**src/rtl/mac_pkg.sv**
```systemverilog
// rtl/mac_pkg.sv - shared MAC types: adder-share FSM states and default widths
package mac_pkg;

  localparam int W_DEFAULT    = 12;
  localparam int NREQ_DEFAULT = 4;

  typedef enum logic [1:0] {
    IDLE = 2'd0,
    EXEC = 2'd1,
    RESP = 2'd2
  } state_e;

endpackage

```
**src/rtl/adder_share_arb_if.sv**
```systemverilog
// rtl/adder_share_arb_if.sv - requester, shared-adder and response signals of adder_share_arb
interface adder_share_arb_if #(
  parameter int NREQ = 4,
  parameter int W    = 12,
  parameter int IDW  = 2
);

  logic [NREQ-1:0]   req_valid;
  logic [NREQ-1:0]   req_ready;
  logic [NREQ*W-1:0] req_a;
  logic [NREQ*W-1:0] req_b;

  logic [W-1:0]      add_a;
  logic [W-1:0]      add_b;
  logic [W-1:0]      add_sum;
  logic              add_cout;

  logic              rsp_valid;
  logic              rsp_ready;
  logic [IDW-1:0]    rsp_id;
  logic [W-1:0]      rsp_sum;
  logic              rsp_cout;

  // master: requesters, response consumer and the external adder
  modport master (
    output req_valid, req_a, req_b, add_sum, add_cout, rsp_ready,
    input  req_ready, add_a, add_b, rsp_valid, rsp_id, rsp_sum, rsp_cout
  );

  modport slave (
    input  req_valid, req_a, req_b, add_sum, add_cout, rsp_ready,
    output req_ready, add_a, add_b, rsp_valid, rsp_id, rsp_sum, rsp_cout
  );

endinterface

```
**src/rtl/rr_arbiter.sv**
```systemverilog
// rtl/rr_arbiter.sv - combinational round-robin pick: first request at or above ptr_i, with wrap
module rr_arbiter #(
  parameter int N   = 4,
  parameter int IDW = 2
) (
  input  logic [N-1:0]   req_i,
  input  logic [IDW-1:0] ptr_i,
  output logic [N-1:0]   gnt_o,
  output logic [IDW-1:0] idx_o
);

  logic found;
  int   j;

  always_comb begin
    gnt_o = '0;
    idx_o = '0;
    found = 1'b0;
    j     = 0;
    for (int i = 0; i < N; i++) begin
      j = int'(ptr_i) + i;
      if (j >= N) j = j - N;
      if (!found && req_i[j]) begin
        found    = 1'b1;
        gnt_o[j] = 1'b1;
        idx_o    = IDW'(j);
      end
    end
  end

endmodule

```
**src/rtl/adder_share_arb.sv**
```systemverilog
// rtl/adder_share_arb.sv - round-robin sequencer time-sharing one external adder among NREQ requesters
// Optional build macro: ADDER_SHARE_OPISO_EN (operand isolation on add_a/add_b outside EXEC)
module adder_share_arb
  import mac_pkg::*;
#(
  parameter int NREQ = NREQ_DEFAULT,
  parameter int W    = W_DEFAULT,
  parameter int IDW  = (NREQ > 1) ? $clog2(NREQ) : 1
) (
  input  logic             clk,
  input  logic             rst_n,
  adder_share_arb_if.slave bus
);

  state_e          state_q;
  logic [IDW-1:0]  rr_ptr_q;
  logic [IDW-1:0]  rr_ptr_d;
  logic [IDW-1:0]  id_q;
  logic [W-1:0]    op_a_q;
  logic [W-1:0]    op_b_q;
  logic [W-1:0]    sum_q;
  logic            cout_q;

  logic [NREQ-1:0] gnt_oh;
  logic [IDW-1:0]  gnt_idx;
  logic            gnt_any;
  logic [W-1:0]    gnt_a;
  logic [W-1:0]    gnt_b;

  rr_arbiter #(.N(NREQ), .IDW(IDW)) u_arb (
    .req_i (bus.req_valid),
    .ptr_i (rr_ptr_q),
    .gnt_o (gnt_oh),
    .idx_o (gnt_idx)
  );

  assign gnt_any = |gnt_oh;
  assign gnt_a   = bus.req_a[gnt_idx*W +: W];
  assign gnt_b   = bus.req_b[gnt_idx*W +: W];

  // Pointer moves past the requester just served, so it becomes lowest priority next round
  assign rr_ptr_d = (id_q == IDW'(NREQ - 1)) ? '0 : id_q + 1'b1;

  // Gated by rst_n so the accept strobe is silent while reset is held
  assign bus.req_ready = (rst_n && state_q == IDLE) ? gnt_oh : '0;

  always_ff @(posedge clk or negedge rst_n) begin
    if (!rst_n) begin
      state_q  <= IDLE;
      rr_ptr_q <= '0;
      id_q     <= '0;
      op_a_q   <= '0;
      op_b_q   <= '0;
      sum_q    <= '0;
      cout_q   <= 1'b0;
    end else begin
      case (state_q)
        IDLE: begin
          if (gnt_any) begin
            op_a_q  <= gnt_a;
            op_b_q  <= gnt_b;
            id_q    <= gnt_idx;
            state_q <= EXEC;
          end
        end
        EXEC: begin
          sum_q   <= bus.add_sum;
          cout_q  <= bus.add_cout;
          state_q <= RESP;
        end
        RESP: begin
          if (bus.rsp_ready) begin
            rr_ptr_q <= rr_ptr_d;
            state_q  <= IDLE;
          end
        end
        default: state_q <= IDLE;
      endcase
    end
  end

`ifdef ADDER_SHARE_OPISO_EN
  assign bus.add_a = (state_q == EXEC) ? op_a_q : '0;
  assign bus.add_b = (state_q == EXEC) ? op_b_q : '0;
`else
  assign bus.add_a = op_a_q;
  assign bus.add_b = op_b_q;
`endif

  assign bus.rsp_valid = (state_q == RESP);
  assign bus.rsp_id    = id_q;
  assign bus.rsp_sum   = sum_q;
  assign bus.rsp_cout  = cout_q;

endmodule
```
**src/flat_wrapper.sv**
```systemverilog
// flat-port wrapper written by rule: the top's interface ports become plain ports
module adder_share_arb_flat import mac_pkg::*;
#(
  parameter int NREQ = NREQ_DEFAULT,
  parameter int W    = W_DEFAULT,
  parameter int IDW  = (NREQ > 1) ? $clog2(NREQ) : 1
)
  (clk, rst_n, bus_req_valid, bus_req_a, bus_req_b, bus_add_sum, bus_add_cout, bus_rsp_ready, bus_req_ready, bus_add_a, bus_add_b, bus_rsp_valid, bus_rsp_id, bus_rsp_sum, bus_rsp_cout);
  adder_share_arb_if #(.NREQ(NREQ), .W(W), .IDW(IDW)) bus_i ();
  input  logic clk;
  input  logic rst_n;
  input wire logic [$bits(bus_i.req_valid)-1:0] bus_req_valid;
  input wire logic [$bits(bus_i.req_a)-1:0] bus_req_a;
  input wire logic [$bits(bus_i.req_b)-1:0] bus_req_b;
  input wire logic [$bits(bus_i.add_sum)-1:0] bus_add_sum;
  input wire logic [$bits(bus_i.add_cout)-1:0] bus_add_cout;
  input wire logic [$bits(bus_i.rsp_ready)-1:0] bus_rsp_ready;
  output wire logic [$bits(bus_i.req_ready)-1:0] bus_req_ready;
  output wire logic [$bits(bus_i.add_a)-1:0] bus_add_a;
  output wire logic [$bits(bus_i.add_b)-1:0] bus_add_b;
  output wire logic [$bits(bus_i.rsp_valid)-1:0] bus_rsp_valid;
  output wire logic [$bits(bus_i.rsp_id)-1:0] bus_rsp_id;
  output wire logic [$bits(bus_i.rsp_sum)-1:0] bus_rsp_sum;
  output wire logic [$bits(bus_i.rsp_cout)-1:0] bus_rsp_cout;
  assign bus_i.req_valid = bus_req_valid;
  assign bus_i.req_a = bus_req_a;
  assign bus_i.req_b = bus_req_b;
  assign bus_i.add_sum = bus_add_sum;
  assign bus_i.add_cout = bus_add_cout;
  assign bus_i.rsp_ready = bus_rsp_ready;
  assign bus_req_ready = bus_i.req_ready;
  assign bus_add_a = bus_i.add_a;
  assign bus_add_b = bus_i.add_b;
  assign bus_rsp_valid = bus_i.rsp_valid;
  assign bus_rsp_id = bus_i.rsp_id;
  assign bus_rsp_sum = bus_i.rsp_sum;
  assign bus_rsp_cout = bus_i.rsp_cout;
  adder_share_arb #(.NREQ(NREQ), .W(W), .IDW(IDW)) u_core (.clk(clk), .rst_n(rst_n), .bus(bus_i));
endmodule
```
**config.mk**
```make
export PLATFORM = sky130hd
export DESIGN_NAME = adder_share_arb_flat
export DESIGN_NICKNAME = d
export VERILOG_FILES = /design/src/rtl/mac_pkg.sv /design/src/rtl/adder_share_arb_if.sv /design/src/rtl/rr_arbiter.sv /design/src/rtl/adder_share_arb.sv /design/src/flat_wrapper.sv
export SDC_FILE = /design/constraint.sdc
export NUM_CORES = 1
export LEC_CHECK = 0
export CAP_MARGIN = 40
export CORE_MARGIN = 3
export CORE_UTILIZATION = 45
export DETAILED_ROUTE_END_ITERATION = 8
export DONT_BUFFER_PORTS = 1
export MAX_ROUTING_LAYER = met4
export REMOVE_ABC_BUFFERS = 1
export SLEW_MARGIN = 40
export SYNTH_ARGS = -nofsm -noshare
export SYNTH_HDL_FRONTEND = slang
export SYNTH_SLANG_ARGS = --single-unit
```
**constraint.sdc**
```tcl
create_clock -name clk -period 5.4 [get_ports clk]
set_input_delay 1.35 -clock clk [delete_from_list [all_inputs] [get_ports clk]]
set_output_delay 1.35 -clock clk [all_outputs]
set_load 0.03 [all_outputs]
```
# ---- Word level (Yosys, flattened, before mapping)
# Index checks and enable logic that the tools add are counted.
dict set report word_totals {
  regBits 43
  out_inout_bits 44
  elab_cells 94
}
dict set report classes {
  addsub 8
  n_mul 1
  n_lt_le_gt_ge 12
  n_eq_ne 5
  shift 2
  muxes 40
  bitwise_logic 3
  reduce_logical 16
}
# operator n
set op_table {}
lappend op_table {{>= comparator 32 x 1 -> 1 bit, second input constant} 4}
lappend op_table {{< comparator 32 x 4 -> 1 bit, second input constant} 4}
lappend op_table {{2-to-1 mux 32 bit} 4}
lappend op_table {{indexed part select 48 x 7 -> 12 bit} 2}
lappend op_table {{2-to-1 mux 4 bit} 5}
lappend op_table {{2-to-1 mux 1 bit} 15}
lappend op_table {{2-to-1 mux 2 bit} 7}
lappend op_table {{OR 4 bit} 3}
lappend op_table {{subtractor 3 x 3 -> 4 bit, second input constant} 3}
lappend op_table {{>= comparator 3 bit, second input constant} 3}
lappend op_table {{binary-select mux 1 bit (select 2 bit)} 4}
lappend op_table {{demux 1 bit (select 2 bit)} 4}
lappend op_table {{logical AND 1 bit} 8}
lappend op_table {{adder 2 x 2 -> 3 bit, second input constant} 2}
lappend op_table {{case mux 2 bit (3 select lines)} 1}
lappend op_table {{AND reduction 2 bit} 3}
lappend op_table {{equality test 2 bit, second input constant} 2}
lappend op_table {{multiplier 2 x 2 -> 4 bit, second input constant} 1}
lappend op_table {{OR reduction 4 bit} 1}
lappend op_table {{subtractor 2 x 3 -> 4 bit, second input constant} 1}
lappend op_table {{adder 2 x 1 -> 3 bit, second input constant} 1}
lappend op_table {{>= comparator 2 x 3 -> 1 bit, second input constant} 1}
lappend op_table {{logical NOT 1 bit} 3}
lappend op_table {{adder 2 x 1 -> 2 bit, second input constant} 1}
lappend op_table {{4 further kinds} 4}

# ---- Depth between registers and ports, before layout
# Gate-level depths: netlist of the first run.
dict set report depth {
  word_depth 18
  mapped_depth 16
  ltp_nobuf 9
}

# ---- Cells and area by module
# A second synthesis of the first run with hierarchy kept.
dict set report hier_totals {
  cells_unflattened 180
  hier_area_um2 2825.2
}
# mod instances cells_each area_each_um2 seq_area_each_um2
set by_module_without_submodules {}
lappend by_module_without_submodules {adder_share_arb 1 131 2368.5 1076.0}
lappend by_module_without_submodules {rr_arbiter 1 49 456.7 0.0}

# ---- Least setup slack after synthesis of the first run
# OpenSTA, ideal clock, no wires.
dict set report synth_path {
  path_kind {reg2out}
  startpoint {register u_core.rr_ptr_q[0]}
  endpoint {output bus_req_ready[3]}
  t_arrival_ps 3362
  t_required_ps 4050
  slack_ps 688
  stages_incl_launch_ff 13
  path_buffers 5
  path_cell_list {dfrtp_1 buf_6 buf_2 buf_1 clkbuf_1 inv_1 ha_1 buf_6 mux4_2 nor2b_4 a22o_1 nand2_1 a31oi_1}
}
dict set report synth_via {
  elab_chain_len 16
  word_cells_on_any_way 64
}
# item line
set synth_rtl {}
lappend synth_rtl {{start: declaration} adder_share_arb.sv:16} ;# logic [IDW-1:0] rr_ptr_q;
lappend synth_rtl {{start signal: assignment} adder_share_arb.sv:73} ;# rr_ptr_q <= rr_ptr_d;
lappend synth_rtl {{branches (longest 14 deep; another with >= comparator 32 x 1 -> 1 bit)} -}
lappend synth_rtl {{2-to-1 mux 4 bit *} rr_arbiter.sv:23} ;# if (!found && req_i[j]) begin
lappend synth_rtl {{2-to-1 mux 4 bit *} adder_share_arb.sv:45} ;# assign bus.req_ready = (rst_n && state_q == IDLE) ? gnt_oh : '0;
lappend synth_rtl {{end: declaration} flat_wrapper.sv:18} ;# output wire logic [$bits(bus_i.req_ready)-1:0] bus_req_ready;
# Mark *: on every way between the ends. The select of a mux whose other input is x is not followed.

# ---- Final worst setup path of the first run
dict set report layout_path {
  startpoint {register u_core.rr_ptr_q[1]}
  endpoint {output bus_req_ready[2]}
}
# The elaborated chain is that of the path after synthesis.

==> impl_metrics.toml, run 1 <==
[sta]
setup_tns_ns = 0
tightest_slew_ns = 0.756
fmax_mhz = 219
clock_skew_ns = 0.00185
period_share_pct = 84.7
finalCriticalPeriod_ns = 4.58
setup_viol = 0
slew_headroom_pct = 49.3
drv_slew = 0
hold_viol_final = 0
rsz0062_at_grt = "false"
holdWs_ns = 0.595

[clock_tree]
cts_setup_buffers = 0
cts_inserted_buffers = 5
postCtsHoldBufs = 0
clk_pin_slew_ns = 0.08
cts_tree = "yes"
cts_max_path_buffers = 2
cts_root_buf = "clkbuf_8"
clock_latency_ns = 0.29
ctsResizeCount = 0
numClockSinks = 43
htree_levels = 2

[setup_path]
path_class = "register to output port"
r2r_start = "u_core.rr_ptr_q[1]"
crit_fanout = 10
worstSetupStartpoint = "u_core.rr_ptr_q[1]"
r2r_slack_ns = 1.64
rr_worst_depth = 9
crit_end = "bus_req_ready[2]"
critPathLaunchType = "register"
r2r_end = "u_core.bus.add_b[6]"
critPathRequiredTime_ns = 4.05
arrival_ns = 3.23
critPathCaptureType = "output port"

[global_routing]
grt-busiest-layer = "met2"
grtUsageMet3_pct = 7.80
gr-usage-all-layers_pct = 20.3
grt_pass1_wl_um = 13700
grtUsageMet1_pct = 23.4
grt_use_met2_pct = 33.1
antenna_found_initial = 0
grt_overflow_total = 0
grt_max_degree = 49
first_global_vias = 2709

[worst_hold_path]
hp-start = "u_core.state_q[1]"
hold_class = "register to register"

[routing]
wl_per_cell_um = 21.7
ant_nets = 0
dr.first_iter.drc_count = 239
drt-total-wl_um = 8670
drcViolationCount = 0
viasPerCell = 6.51
vias = 2598
drt_first_pass_iters = 6

[finish]
final_core_util_pct = 48.4
fin_nets = 423
fill_cells = 705
synthToLayoutAreaGrowth_pct = 4.02
antenna-diode-count = 0
drive_above_1_share_pct = 29.0

[run]
maxCapViolCount = 0

[synthesis]
yosysUniqueCellTypes = 43
synth_top_area_share_pct = 31.7
yosys-top-cells-area = "dfrtp_1 32%, mux2_2 15%, mux2_4 9.3%"
synth-seq-cells = 43
synth_top_area_cell = "dfrtp_1"
syn_area_per_cell_um2 = 10.7
ys_seq_area_share_pct = 31.7
synthCells = 317
syn_area_um2 = 3390
yosys_warnings = 0

[power]
pwr_density_cell_nw_per_um2 = 866
peakVddDrop_uv = 387
p_leak_nw = 1.44
power.total_w = 0.00305

[place]
place_congestion = 0.814
dp_hpwl_um = 6310
portBuffers = 0

[floorplanning]
std_cell_rows = 31
die_h_um = 92.8
die-area_um2 = 8610
ios = 160
initial_core_util_pct = 46.5
die_w_um = 92.8
core-area_um2 = 7290

[status]
status = "completed"
-- sequential cells by signal, summed over array words and instances, names as in the netlist --
| signal | flops |
|---|---|
| u_core.bus.rsp_id | 2 |
| u_core.state_q | 2 |
| u_core.bus.add_b | 12 |
| u_core.bus.rsp_cout | 1 |
| u_core.bus.rsp_sum | 12 |
| u_core.bus.add_a | 12 |
| u_core.rr_ptr_q | 2 |
-- synth_stat cells, drive strengths merged --
master	count
o31a	2
mux2i	10
o21ai	6
a221o	1
dfrtp	43
clkbuf	14
a211o	1
a311oi	2
o41ai	1
a22oi	23
mux2	67
or3b	1
a21oi	27
o2bb2ai	1
o211a	1
o22ai	1
nor3	3
or2	1
buf	16
a22o	1
o31ai	1
nand3b	1
mux4	2
nand2b	26
nor2b	1
nor2	7
a31oi	1
and3b	1
or3	1
nand3	2
a222oi	23
nor3b	3
a211oi	1
nand2	13
ha	7
inv	5
-- critical path: stages (launching register included) --
cell	delay [ns]
dfrtp_1	0.60
inv_1	0.17
ha_1	0.53
mux4_2	0.63
nor2b_4	0.21
a221o_1	0.17
o21ai_1	0.08
a21oi_1	0.53
-- layer usage --
metal	vias up	part of all wire, %
met5	-	0
met4	0	1.1
met3	8	12
met2	145	48
met1	1255	40
li1	1190	-
-- where the power goes --
part / switching [W] / total, W / leakage, nW / internal [W]
clock network: 0.000108 / 0.000243 / 0.0513 / 0.000136
logic: 0.000938 / 0.00187 / 0.889 / 0.000934
registers: 0.000439 / 0.000939 / 0.502 / 0.000500
-- worst min-delay path by stage --
stage                        end  slack (ns)  cells past startpoint
6_report       u_core.state_q[1]        0.60                      2
5_1_grt        u_core.state_q[1]        0.65                      2
4_1_cts        u_core.state_q[1]        0.60                      2
3_5_place_dp   u_core.state_q[1]        0.59                      2
3_3_place_gp   u_core.state_q[1]        0.59                      2
2_1_floorplan  u_core.state_q[1]        0.55                      2
-- per-stage QoR --
step | setup WS [ns] | area [um2] | std cells
after floorplan | 0.729 | 3200 | 287
final | 0.824 | 3530 | 399
after global placement | 1.19 | 3380 | 390
after detailed placement | 1.16 | 3420 | 392
after global routing | 0.636 | 3530 | 399
after CTS | 0.825 | 3530 | 399
-- placed cells by master (no fill, tap or decap), types with 7 or more instances in the layout --
cell | Yosys | routed
mux2_2 | 45 | 45
dfrtp_1 | 43 | 42
a21oi_1 | 27 | 27
nand2b_1 | 26 | 26
a222oi_1 | 23 | 23
a22oi_1 | 23 | 23
mux2_4 | 21 | 21
nand2_1 | 13 | 13
mux2i_1 | 10 | 10
ha_1 | 7 | 7
-- final cells by class --
cell class	count	area (um2)	area share (%)
Multi-Input combinational cell	239	2130	60.4
Sequential cell	43	1080	30.6
Tap cell	99	124	3.51
Clock buffer	6	72.6	2.06
Timing Repair Buffer	6	72.6	2.06
Clock inverter	1	30.0	0.852
Inverter	5	18.8	0.532
-- cell families after synthesis --
group,synth area share [%]
mux,28.9
compound gates,20.6
flops,31.7
fa+ha+maj,2.58
simple gates,10.2
buf+inv,6.09
Power figures use the tool's default switching activity.
==> inputs of run 2 (changes only) <==
==> constraint.sdc (replaced) <==
create_clock -name clk -period 3.75 [get_ports clk]
set_input_delay 0.9375 -clock clk [delete_from_list [all_inputs] [get_ports clk]]
set_output_delay 0.9375 -clock clk [all_outputs]
set_load 0.03 [all_outputs]
==> run 2 against run 1 <==
Compared with the run above: hold slack lost 0.26 ns; power increased by 43%; clock skew rose by 0.0061 ns; die area is the same; highest routed layer unchanged; non-clock buffer count rose by 8; critical path type unchanged; utilization increased by 0.39 points; final cell count increased by 2.3%; critical endpoint unchanged; sequential share of layout area fell by 0.25 points; clock power rose by 19%.
==> impl_metrics.toml, run 2 (synthesis results as in run 1) <==
[global_routing]
antenna_found_initial = 0
gr-usage-all-layers_pct = 19.7
grt_max_degree = 49
grt_overflow_total = 0
first_global_vias = 2614
grt_pass1_wl_um = 13100

[place]
portBuffers = 0
dp_hpwl_um = 6190
dpl_cell_area_um2 = 3470
post-place-ws_ns = 0.551
place_congestion = 0.884

[run]
maxCapViolCount = 0

[power]
pwr_density_cell_nw_per_um2 = 1230
p_leak_nw = 1.47
peakVddDrop_uv = 674

[clock_tree]
clock_latency_ns = 0.29
cts_max_path_buffers = 2
cts_setup_buffers = 0
cts_root_buf = "clkbuf_8"
postCtsHoldBufs = 0
cts_tree = "yes"
clk_pin_slew_ns = 0.09
ctsResizeCount = 0
htree_levels = 2
cts_inserted_buffers = 5
numClockSinks = 43

[sta]
hold_viol_final = 0
fmax_mhz = 289
rsz0062_at_grt = "false"
final.setup.worst_slack_ns = 0.295
tightest_slew_ns = 0.784
slew_headroom_pct = 47.5
clock_skew_ns = 0.00799
setup_viol = 0
drv_slew = 0
period_share_pct = 92.1
finalCriticalPeriod_ns = 3.46

[setup_path]
crit_fanout = 46
critPathLaunchType = "register"
critPathRequiredTime_ns = 2.81
arrival_ns = 2.52
path_class = "register to output port"
critPathCaptureType = "output port"

[floorplanning]
die_w_um = 92.8
initial_core_util_pct = 46.5
ios = 160
std_cell_rows = 31
die_h_um = 92.8
die-area_um2 = 8610
core-area_um2 = 7290

[finish]
final_cell_mix = "45 x mux2_2, 42 x dfrtp_1, 27 x a21oi_1, 26 x nand2b_1"
drive_above_1_share_pct = 31.1
antenna-diode-count = 0
mostFrequentLayoutCell = "mux2_2"
postLayoutCellArea_um2 = 3550
synthToLayoutAreaGrowth_pct = 4.87
fin_nets = 431

[routing]
vias = 2624
ant_nets = 0
viasPerCell = 6.43
drt-total-wl_um = 8630
wl_per_cell_um = 21.2
dr.first_iter.drc_count = 215
drt_first_pass_iters = 5
drcViolationCount = 0

[worst_hold_path]
hold_class = "primary input to async pin"

[status]
status = "completed"
## run 2: cell types whose count changed in the layout (fill, tap and decap cells not counted), sizes merged
cell / change
clkinvlp: +1
bufinv: -1
clkinv: +1
buf: +8
## run 2: through the flow
stage | total power, W | setup TNS (ns) | std cells | hold WS [ns] | util (%)
6_report | 0.00438 | 0 | 408 | 0.333 | 48.7
5_1_grt | 0.00472 | 0 | 408 | 0.310 | 48.7
4_1_cts | 0.00442 | 0 | 408 | 0.315 | 48.7
3_5_place_dp | 0.00412 | 0 | 400 | 0.617 | 47.6
3_3_place_gp | 0.00406 | 0 | 400 | 0.584 | 47.5
2_1_floorplan | 0.00343 | -18.75 | 287 | 0.549 | -
## run 2: layout make-up
cell class,count,area (um2)
sequential,43,1080
clock inverter,2,12.5
fill,691,3740
multi-input combinational,239,2130
tap,99,124
timing repair buffer,14,118
clock buffer,6,72.6
inverter,5,18.8
## run 2: critical path, stage by stage (launching register included)
cell and delay, ns:
dfrtp_2 0.36, buf_4 0.45, mux4_2 0.58, nor2b_4 0.16
a221o_1 0.29, o21ai_1 0.10, a21oi_1 0.09, buf_4 0.17
## run 2: final timing paths
kind,start,endpoint,slack (ns),cells after the start
max reg2reg,u_core.rr_ptr_q[0],u_core.bus.add_b[7],0.62,9
min reg2reg,u_core.state_q[1],u_core.state_q[1],0.62,2
min in group clk,u_core.state_q[1],u_core.state_q[1],0.62,2
max,u_core.rr_ptr_q[0],bus_req_ready[2],0.29,7
min,rst_n,u_core.bus.add_a[3],0.33,0
max in group asynchronous,rst_n,u_core.rr_ptr_q[0],3.31,0
## run 2: routing by layer
| metal | vias to the layer above | global-route usage, % | part of all wire, % |
|---|---|---|---|
| li1 | 1208 | - | - |
| met1 | 1269 | 22.8 | 40 |
| met2 | 141 | 32.2 | 48 |
| met3 | 6 | 7.07 | 12 |
| met4 | 0 | 5.62 | 1.0 |
| met5 | - | - | 0 |
## run 2: power by group
group,switching [W],leakage [nW],internal (W)
Clock,0.000159,0.0412,0.000130
Combinational,0.00137,0.923,0.00138
Sequential,0.000617,0.502,0.000720
Total,0.00215,1.47,0.00223
